<file path="config.mk">
export PLATFORM = sky130hd
export DESIGN_NAME = julia_pixel_sequencer
export DESIGN_NICKNAME = d
export VERILOG_FILES = /design/src/rtl/julia_pixel_sequencer.sv
export SDC_FILE = /design/constraint.sdc
export NUM_CORES = 1
export LEC_CHECK = 0
export CAP_MARGIN = 20
export CORE_MARGIN = 1.5
export CORE_UTILIZATION = 52
export CTS_CLUSTER_SIZE = 28
export DETAILED_ROUTE_END_ITERATION = 8
export PLACE_DENSITY = 0.81
export SYNTH_ARGS = -nofsm -noshare
export SYNTH_HDL_FRONTEND = slang
export SYNTH_SLANG_ARGS = --single-unit
</file>
<file path="constraint.sdc">
create_clock -name clk -period 8.64 [get_ports clk]
set_clock_uncertainty 0.2 [all_clocks]
set_input_delay 0.864 -clock clk [delete_from_list [all_inputs] [get_ports clk]]
set_output_delay 0.864 -clock clk [all_outputs]
set_load 0.005 [all_outputs]
</file>
<file path="src/rtl/julia_pixel_sequencer.sv">
// Raster sequencer for a per-pixel Julia calculator: walks the frame, drives the
// calculator handshake and writes each returned colour to the frame buffer.
module julia_pixel_sequencer #(
  parameter int H_RES  = 320,
  parameter int V_RES  = 240,
  parameter int ADDR_W = 17
) (
  input  logic                clk,
  input  logic                rst_n,
  input  logic                start,
  input  logic signed [31:0]  x_start,
  input  logic signed [31:0]  y_start,
  input  logic signed [31:0]  x_step,
  input  logic signed [31:0]  y_step,
  output logic                calc_enable,
  output logic signed [31:0]  calc_x0,
  output logic signed [31:0]  calc_y0,
  input  logic                calc_end,
  input  logic [15:0]         calc_color,
  output logic                fb_we,
  output logic [ADDR_W-1:0]   fb_addr,
  output logic [15:0]         fb_data,
  input  logic                fb_ready,
  output logic                busy,
  output logic                frame_done
);

  localparam int COL_W = (H_RES > 1) ? $clog2(H_RES) : 1;
  localparam int ROW_W = (V_RES > 1) ? $clog2(V_RES) : 1;
  localparam logic [COL_W-1:0] COL_LAST = COL_W'(H_RES - 1);
  localparam logic [ROW_W-1:0] ROW_LAST = ROW_W'(V_RES - 1);

  typedef enum logic [2:0] {IDLE, LOAD, RUN, WRITE, NEXT, DONE} state_t;

  state_t              state;
  logic [COL_W-1:0]    col;
  logic [ROW_W-1:0]    row;
  logic signed [31:0]  x_start_l, x_step_l, y_step_l;
  logic [1:0]          rst_sync;
  logic                rst_int_n;

  // Assertion is asynchronous; release is delayed two edges so the FSM leaves reset cleanly.
  always_ff @(posedge clk or negedge rst_n) begin
    if (!rst_n) rst_sync <= '0;
    else        rst_sync <= {rst_sync[0], 1'b1};
  end
  assign rst_int_n = rst_sync[1];

  always_ff @(posedge clk or negedge rst_int_n) begin
    if (!rst_int_n) begin
      state       <= IDLE;
      calc_enable <= 1'b0;
      fb_we       <= 1'b0;
      busy        <= 1'b0;
      frame_done  <= 1'b0;
      calc_x0     <= '0;
      calc_y0     <= '0;
      fb_addr     <= '0;
      fb_data     <= '0;
      col         <= '0;
      row         <= '0;
      x_start_l   <= '0;
      x_step_l    <= '0;
      y_step_l    <= '0;
    end else begin
      frame_done <= 1'b0;
      case (state)
        IDLE: begin
          if (start) begin
            x_start_l <= x_start;
            x_step_l  <= x_step;
            y_step_l  <= y_step;
            calc_x0   <= x_start;
            calc_y0   <= y_start;
            col       <= '0;
            row       <= '0;
            fb_addr   <= '0;
            busy      <= 1'b1;
            state     <= LOAD;
          end
        end
        LOAD: begin
          calc_enable <= 1'b1;
          state       <= RUN;
        end
        RUN: begin
          if (calc_end) begin
            fb_data     <= calc_color;
            calc_enable <= 1'b0;
            fb_we       <= 1'b1;
            state       <= WRITE;
          end
        end
        WRITE: begin
          if (fb_ready) begin
            fb_we <= 1'b0;
            state <= NEXT;
          end
        end
        NEXT: begin
          if (col != COL_LAST) begin
            col     <= col + COL_W'(1);
            calc_x0 <= calc_x0 + x_step_l;
            fb_addr <= fb_addr + ADDR_W'(1);
            state   <= LOAD;
          end else if (row != ROW_LAST) begin
            col     <= '0;
            row     <= row + ROW_W'(1);
            calc_x0 <= x_start_l;
            calc_y0 <= calc_y0 + y_step_l;
            fb_addr <= fb_addr + ADDR_W'(1);
            state   <= LOAD;
          end else begin
            busy       <= 1'b0;
            frame_done <= 1'b1;
            state      <= DONE;
          end
        end
        DONE:    state <= IDLE;
        default: state <= IDLE;
      endcase
    end
  end

endmodule

</file>
==> flow_metrics.py, run 1 <==
metrics = {
    "timing": {
        "fin_crit_ps": 3570,
        "slew_violations": 0,
        "fmax_mhz": 280,
        "tns_ps": 0,
        "rsz0062_at_grt": "false",
        "whs_ps": 150,
        "fin_crit_sh_pct": 41.3,
        "hold_viol": 0,
        "worstMarginPinSlew_ps": 1060,
        "slew_headroom_pct": 29.0,
        "setup_viol": 0,
    },
    "routing": {
        "drt-pass1-iter-count": 6,
        "drcViolationCount": 0,
        "drt-vias-per-instance": 5.77,
        "via_count": 10948,
        "wirelength_mm": 32.5,
        "drt_iter0_drc": 769,
        "wl_per_cell_um": 17.1,
        "ant_nets": 0,
    },
    "yosys": {
        "syn_nets": 1580,
        "ys_ff_latch": 219,
        "yosysWarnings": 0,
        "synthCells": 1364,
        "netlist_area_mm2": 0.0120,
        "netlist.area_leader.share_pct": 45.5,
        "synth_edf_count": 0,
        "synth_area_leaders": "dfrtp_1 46%, nand2_1 12%, ha_1 6.8%",
        "yosysTopAreaCell": "dfrtp_1",
        "synth.distinct_cells": 72,
        "syn_avg_cell_area_um2": 8.83,
        "ys_seq_area_share_pct": 45.5,
        "async_reset_ff_share_pct": 100,
        "synth_ff_type": "dfrtp_1",
    },
    "cts": {
        "post_cts_buffers": 0,
        "numClockSinks": 219,
        "path_clk_slew_ps": 60,
        "cts-root-buf": "clkbuf_16",
        "cts_made_buffers": 25,
        "clock_path_buffers": 3,
        "clock_latency_ps": 520,
        "cts_resized": 0,
        "cts_hold_buf": 0,
        "cts_tree": "done",
        "cts-htree-levels": 1,
    },
    "critical_path": {
        "endpoint": "calc_y0[31]",
        "r2r-end": "calc_y0[31]",
        "crit_path_max_incr_delay_ps": 950,
        "critPathKind": "reg2reg",
        "rr_startpoint": "state[2]",
        "critPathTopFamily": "simple AND/OR/NAND/NOR gates",
        "critical_path_arrival_ps": 3770,
        "crit_chain": "inv_1 -> nor3_2 -> nand2_2 -> nor2_4 -> a31oi_1 -> nand3_1 -> a211oi_1",
        "critPathBufInv": 1,
        "slowest_stage": "nor2_4",
        "worst_setup_path_start_kind": "flip-flop",
        "crit_path_end_kind": "flip-flop",
        "cp.depth": 7,
        "startpoint": "state[2]",
        "cp.required_ps": 8840,
        "crit_fanout": 36,
        "r2r_cells": 7,
        "r2r_slack_ps": 5070,
    },
    "global_route": {
        "grt_pass1_vias": 10872,
        "grtUsageTotal_pct": 27.0,
        "globalRoute.totalOverflow": 0,
        "antenna_found_initial": 0,
        "grt_pass1_wl_mm": 53.1,
        "grt_max_degree": 81,
    },
    "layout": {
        "fillers": 1773,
        "final_cell_mix": "389 x nand2_1, 249 x clkdlybuf4s50_1, 218 x dfrtp_1",
        "antenna_cells": 0,
        "fin_nets": 1809,
        "area_delta_synth_final_pct": 30.8,
        "final_layout_size_suffix_gt1_share_pct": 6.02,
        "final_common_cell": "nand2_1",
    },
    "placed_design": {
        "dpl.hpwl_mm": 21.8,
        "io_buffers": 249,
        "place_congestion": 0.909,
    },
    "floorplan": {
        "rows": 55,
        "die_area_mm2": 0.0241,
        "io-pin-count": 250,
        "core_mm2": 0.0227,
        "die_h_um": 155,
        "initial_utilization_pct": 53.0,
        "die_w_um": 155,
    },
    "job": {
        "drv_cap": 0,
    },
    "power": {
        "p_per_area_mw_per_mm2": 383,
        "ir_worst_vdd_v": 0.000229,
        "p_leak_uw": 0.00734,
    },
    "worst_hold_path": {
        "min_from": "rst_sync[0]",
        "hold_class": "reg2reg",
    },
    "status": {
        "status": "finished clean",
    },
}
-- through the flow --
stage | instance area (um^2) | util, % | cells | power [uW] | setup slack (ps)
2_1_floorplan | 12000 | - | 1364 | 3770 | 1890
5_1_grt | 15700 | 69.3 | 1896 | 6490 | 4830
3_5_place_dp | 14800 | 65.0 | 1850 | 4730 | 4700
4_1_cts | 15700 | 69.2 | 1895 | 6020 | 5130
6_report | 15700 | 69.3 | 1896 | 6030 | 5070
3_3_place_gp | 14800 | 65.0 | 1850 | 4630 | 4750
-- registers in the layout, indices dropped and copies added (netlist names) --
signal	count
rst_sync	2
fb_data	16
calc_x0	32
calc_enable	1
busy	1
x_step_l	32
row	8
frame_done	1
col	9
fb_addr	17
fb_we	1
calc_y0	32
y_step_l	32
state	3
x_start_l	32
-- cell usage after synthesis (all sizes together) (4+ instances only) --
library cell,count
nand2,391
nand4,19
and3,12
xor2,40
nor3,13
inv,15
o21a,7
a22oi,11
buf,15
a222oi,13
nand2b,11
a221oi,5
or3,5
o31ai,9
o21bai,5
nor2b,11
a21oi,88
o211ai,14
xnor2,25
mux2i,5
a21o,22
ha,65
a211oi,10
a31oi,12
o21ai,104
dfrtp,219
nand3,26
o22ai,4
and2,5
a211o,6
nor2,83
mux2,17
clkbuf,42
-- cell families (layout without fill, tap and decap cells) --
| logic type | count (synthesis) | after routing | share of synthesized area, % |
|---|---|---|---|
| DFF | 219 | 219 | 45.5 |
| AOI/OAI and AO/OA | 332 | 332 | 17.6 |
| muxes | 22 | 22 | 2.01 |
| xor gates and xnor gates | 65 | 65 | 4.73 |
| adders and majority gates | 67 | 67 | 7.09 |
| buffers and inverters | 72 | 319 | 2.44 |
| and+or+nand+nor | 586 | 586 | 20.5 |
| other | 1 | 1 | 0.0312 |
-- per-layer routing --
metal,up-vias,routed length (um),GRT usage (%)
li1,5212,-,-
met1,5230,13800,35.5
met2,442,15500,46.0
met3,64,2290,3.84
met4,0,861,8.56
met5,-,0,0
-- layout make-up --
cell class	count	area, um^2	area share (%)
inverters	15	56.3	0.358
clock inverters	17	314	2.00
well taps	285	357	2.27
flip-flops and latches	219	5480	34.8
repair buffers	259	2590	16.4
multi-input cells	1073	6300	40.0
clock buffers	28	647	4.11
-- worst min path at each step --
| stage | depth (start not counted) | slack [ps] | endpoint |
|---|---|---|---|
| finish | 0 | 150 | rst_sync[1] |
| global route | 0 | 150 | rst_sync[1] |
| global placement | 0 | 140 | rst_sync[1] |
| CTS | 0 | 150 | rst_sync[1] |
| floorplan | 0 | 130 | rst_sync[1] |
| detailed placement | 0 | 140 | rst_sync[1] |
-- where the power goes --
part	switching [uW]	leakage (uW)	internal, uW	total (uW)
clock network	437	0.000476	806	1240
registers	339	0.00275	1440	1780
logic	1590	0.00411	1420	3010
(Power assumes the default switching activity.)
==> run 2: changes to the inputs <==
--- a/config.mk
+++ b/config.mk
@@ -7,10 +7,10 @@
 export LEC_CHECK = 0
 export CAP_MARGIN = 20
 export CORE_MARGIN = 1.5
-export CORE_UTILIZATION = 52
+export CORE_UTILIZATION = 47
 export CTS_CLUSTER_SIZE = 28
 export DETAILED_ROUTE_END_ITERATION = 8
-export PLACE_DENSITY = 0.81
+export PLACE_DENSITY = 0.77
 export SYNTH_ARGS = -nofsm -noshare
 export SYNTH_HDL_FRONTEND = slang
 export SYNTH_SLANG_ARGS = --single-unit
==> constraint.sdc (replaced) <==
create_clock -name clk -period 2.9 [get_ports clk]
set_clock_uncertainty 0.2 [all_clocks]
set_input_delay 0.29 -clock clk [delete_from_list [all_inputs] [get_ports clk]]
set_output_delay 0.29 -clock clk [all_outputs]
set_load 0.005 [all_outputs]
==> run 2 against run 1 <==
  * The run now ends with negative setup slack left
  * Sequential share of layout area fell by 1.8 points
  * Clock power rose to 2.7 times the previous value
  * Core utilization down 3.4 points
  * Register-to-register slack got worse by 5100 ps
  * Combinational power rose to 3.4 times the previous value
  * Critical path type unchanged
==> flow_metrics.py, run 2 (same netlist as run 1, synthesis figures left out) <==
metrics = {
    "routing": {
        "drt-vias-per-instance": 5.50,
        "ant_nets": 0,
        "drcViolationCount": 0,
        "wirelength_mm": 33.9,
        "via_count": 11101,
        "drt_iter0_drc": 685,
        "wl_per_cell_um": 16.8,
        "drt-pass1-iter-count": 6,
    },
    "timing": {
        "fmax_mhz": 340,
        "setup_slack_ps": -38.2,
        "fin_crit_ps": 2940,
        "fin_crit_sh_pct": 101,
        "setup_viol": 4,
        "rsz0062_at_grt": "true",
        "slew_violations": 0,
        "worstMarginPinSlew_ps": 735,
        "whs_ps": 83.5,
        "slew_headroom_pct": 51.0,
        "hold_viol": 0,
        "tns_ps": -107,
    },
    "cts": {
        "clock_latency_ps": 530,
        "cts_tree": "done",
        "cts-root-buf": "clkbuf_16",
        "clock_path_buffers": 3,
        "cts-htree-levels": 1,
        "path_clk_slew_ps": 60,
        "cts_made_buffers": 25,
        "numClockSinks": 219,
    },
    "critical_path": {
        "r2r_cells": 13,
        "crit_fanout": 3,
        "crit_path_max_incr_delay_ps": 410,
        "r2r_slack_ps": -40,
        "cp.required_ps": 3080,
        "worst_setup_path_start_kind": "flip-flop",
        "critPathBufInv": 2,
        "slowest_stage": "dfrtp_1",
        "crit_path_end_kind": "flip-flop",
        "r2r-end": "calc_x0[20]",
        "cp.depth": 13,
        "critical_path_arrival_ps": 3120,
        "critPathTopFamily": "compound AO/OA/AOI/OAI gates",
        "endpoint": "calc_x0[20]",
        "rr_startpoint": "x_step_l[0]",
        "crit_chain": "ha_4 -> fa_2 -> a211oi_4 -> o21ai_2 -> a32oi_2 -> o31ai_4 -> buf_4 -> buf_6 -> nand2b_4 -> a21oi_2 -> nor2b_1 -> xor2_1 -> o21ai_1",
        "startpoint": "x_step_l[0]",
        "critPathKind": "reg2reg",
    },
    "placed_design": {
        "io_buffers": 249,
        "dpl.hpwl_mm": 24.3,
        "place_congestion": 0.893,
    },
    "layout": {
        "area_delta_synth_final_pct": 37.9,
        "fillers": 2018,
        "final_layout_size_suffix_gt1_share_pct": 12.2,
        "antenna_cells": 0,
        "final_common_cell": "nand2_1",
        "fin_nets": 1886,
        "final_cell_mix": "389 x nand2_1, 249 x clkdlybuf4s50_1, 217 x dfrtp_1",
    },
    "floorplan": {
        "io-pin-count": 250,
        "rows": 58,
        "die_w_um": 163,
        "die_area_mm2": 0.0266,
        "core_mm2": 0.0252,
        "initial_utilization_pct": 47.8,
        "die_h_um": 163,
    },
    "global_route": {
        "antenna_found_initial": 0,
        "grt_pass1_wl_mm": 54.7,
        "grt_max_degree": 62,
        "globalRoute.totalOverflow": 0,
        "grt_pass1_vias": 10999,
        "grtUsageTotal_pct": 25.4,
    },
    "status": {
        "violations": "negative setup slack",
        "status": "finished with violations",
    },
    "power": {
        "p_leak_uw": 0.00773,
        "finalPower_uw": 18900,
        "ir_worst_vdd_v": 0.000617,
        "p_per_area_mw_per_mm2": 1140,
    },
    "worst_hold_path": {
        "min_from": "x_step[2]",
        "hold_class": "in2reg",
    },
    "job": {
        "drv_cap": 0,
    },
}
==> run 2: changes by cell type in the layout (fill, tap and decap cells not counted), moves of 4 or more <==
cell / change
bufinv_16: -5
buf_4: +68
buf_12: +6
ha_1: -7
o21ai_0: -7
a21oi_1: -6
ha_2: +4
a21oi_2: +6
o21ai_2: +5
==> run 2: cell type report <==
cell class	count	area [um^2]	share of cell area (%)
repair buffers	336	3230	19.5
well taps	330	413	2.49
multi-input cells	1073	6540	39.4
clock buffers	34	699	4.21
clock inverters	12	171	1.03
inverters	15	56.3	0.339
flip-flops and latches	219	5490	33.0
==> run 2: how the worst min path moves through the flow <==
stage	endpoint	slack [ps]	cells past startpoint
6_report	x_step_l[2]	80	3
5_1_grt	x_step_l[2]	80	3
4_1_cts	x_step_l[2]	70	3
3_5_place_dp	rst_sync[1]	150	0
3_3_place_gp	rst_sync[1]	140	0
2_1_floorplan	rst_sync[0]	-210	0
==> run 2: repair_timing <==
action / 4_1_cts / 5_1_grt
endpoints found under the hold margin: 2 / 0
pin swaps: 7 / 23
buffers inserted: 2 / 15
gates cloned: 0 / 0
setup endpoints to repair: 9 / 49
resized for setup: 5 / 50
hold buffers: 1 / 0
==> run 2: per-layer routing <==
| layer | wire length (um) | GRT usage, % | vias up |
|---|---|---|---|
| met5 | 0 | 0 | - |
| met4 | 986 | 7.46 | 0 |
| met1 | 14400 | 33.2 | 5278 |
| met2 | 16500 | 44.0 | 361 |
| met3 | 1940 | 3.45 | 75 |
| li1 | - | - | 5387 |
==> run 2: through the flow <==
stage / cell area (um^2) / setup slack (ps) / util [%] / instances
2_1_floorplan: 12100 / 0.987 / - / 1364
3_3_place_gp: 15300 / -57.5 / 60.9 / 1955
3_5_place_dp: 15300 / -92.5 / 60.9 / 1955
4_1_cts: 16300 / -30.2 / 64.6 / 2004
5_1_grt: 16600 / -193 / 65.9 / 2019
6_report: 16600 / -38.2 / 65.9 / 2019
==> run 2: power by group <==
group | leakage [uW] | total (uW) | switching (uW) | internal [uW]
logic | 0.00455 | 10300 | 5230 | 5070
registers | 0.00275 | 5260 | 968 | 4290
clock network | 0.000420 | 3330 | 1280 | 2050
total | 0.00773 | 18900 | 7480 | 11400
==> run 2: worst register-to-register path, stage by stage (launching register included) <==
cell and delay [ps]:
dfrtp_1 410, ha_4 190, fa_2 380, a211oi_4 240, o21ai_2 90, a32oi_2 280
o31ai_4 110, buf_4 160, buf_6 110, nand2b_4 70, a21oi_2 50, nor2b_1 150
xor2_1 220, o21ai_1 120
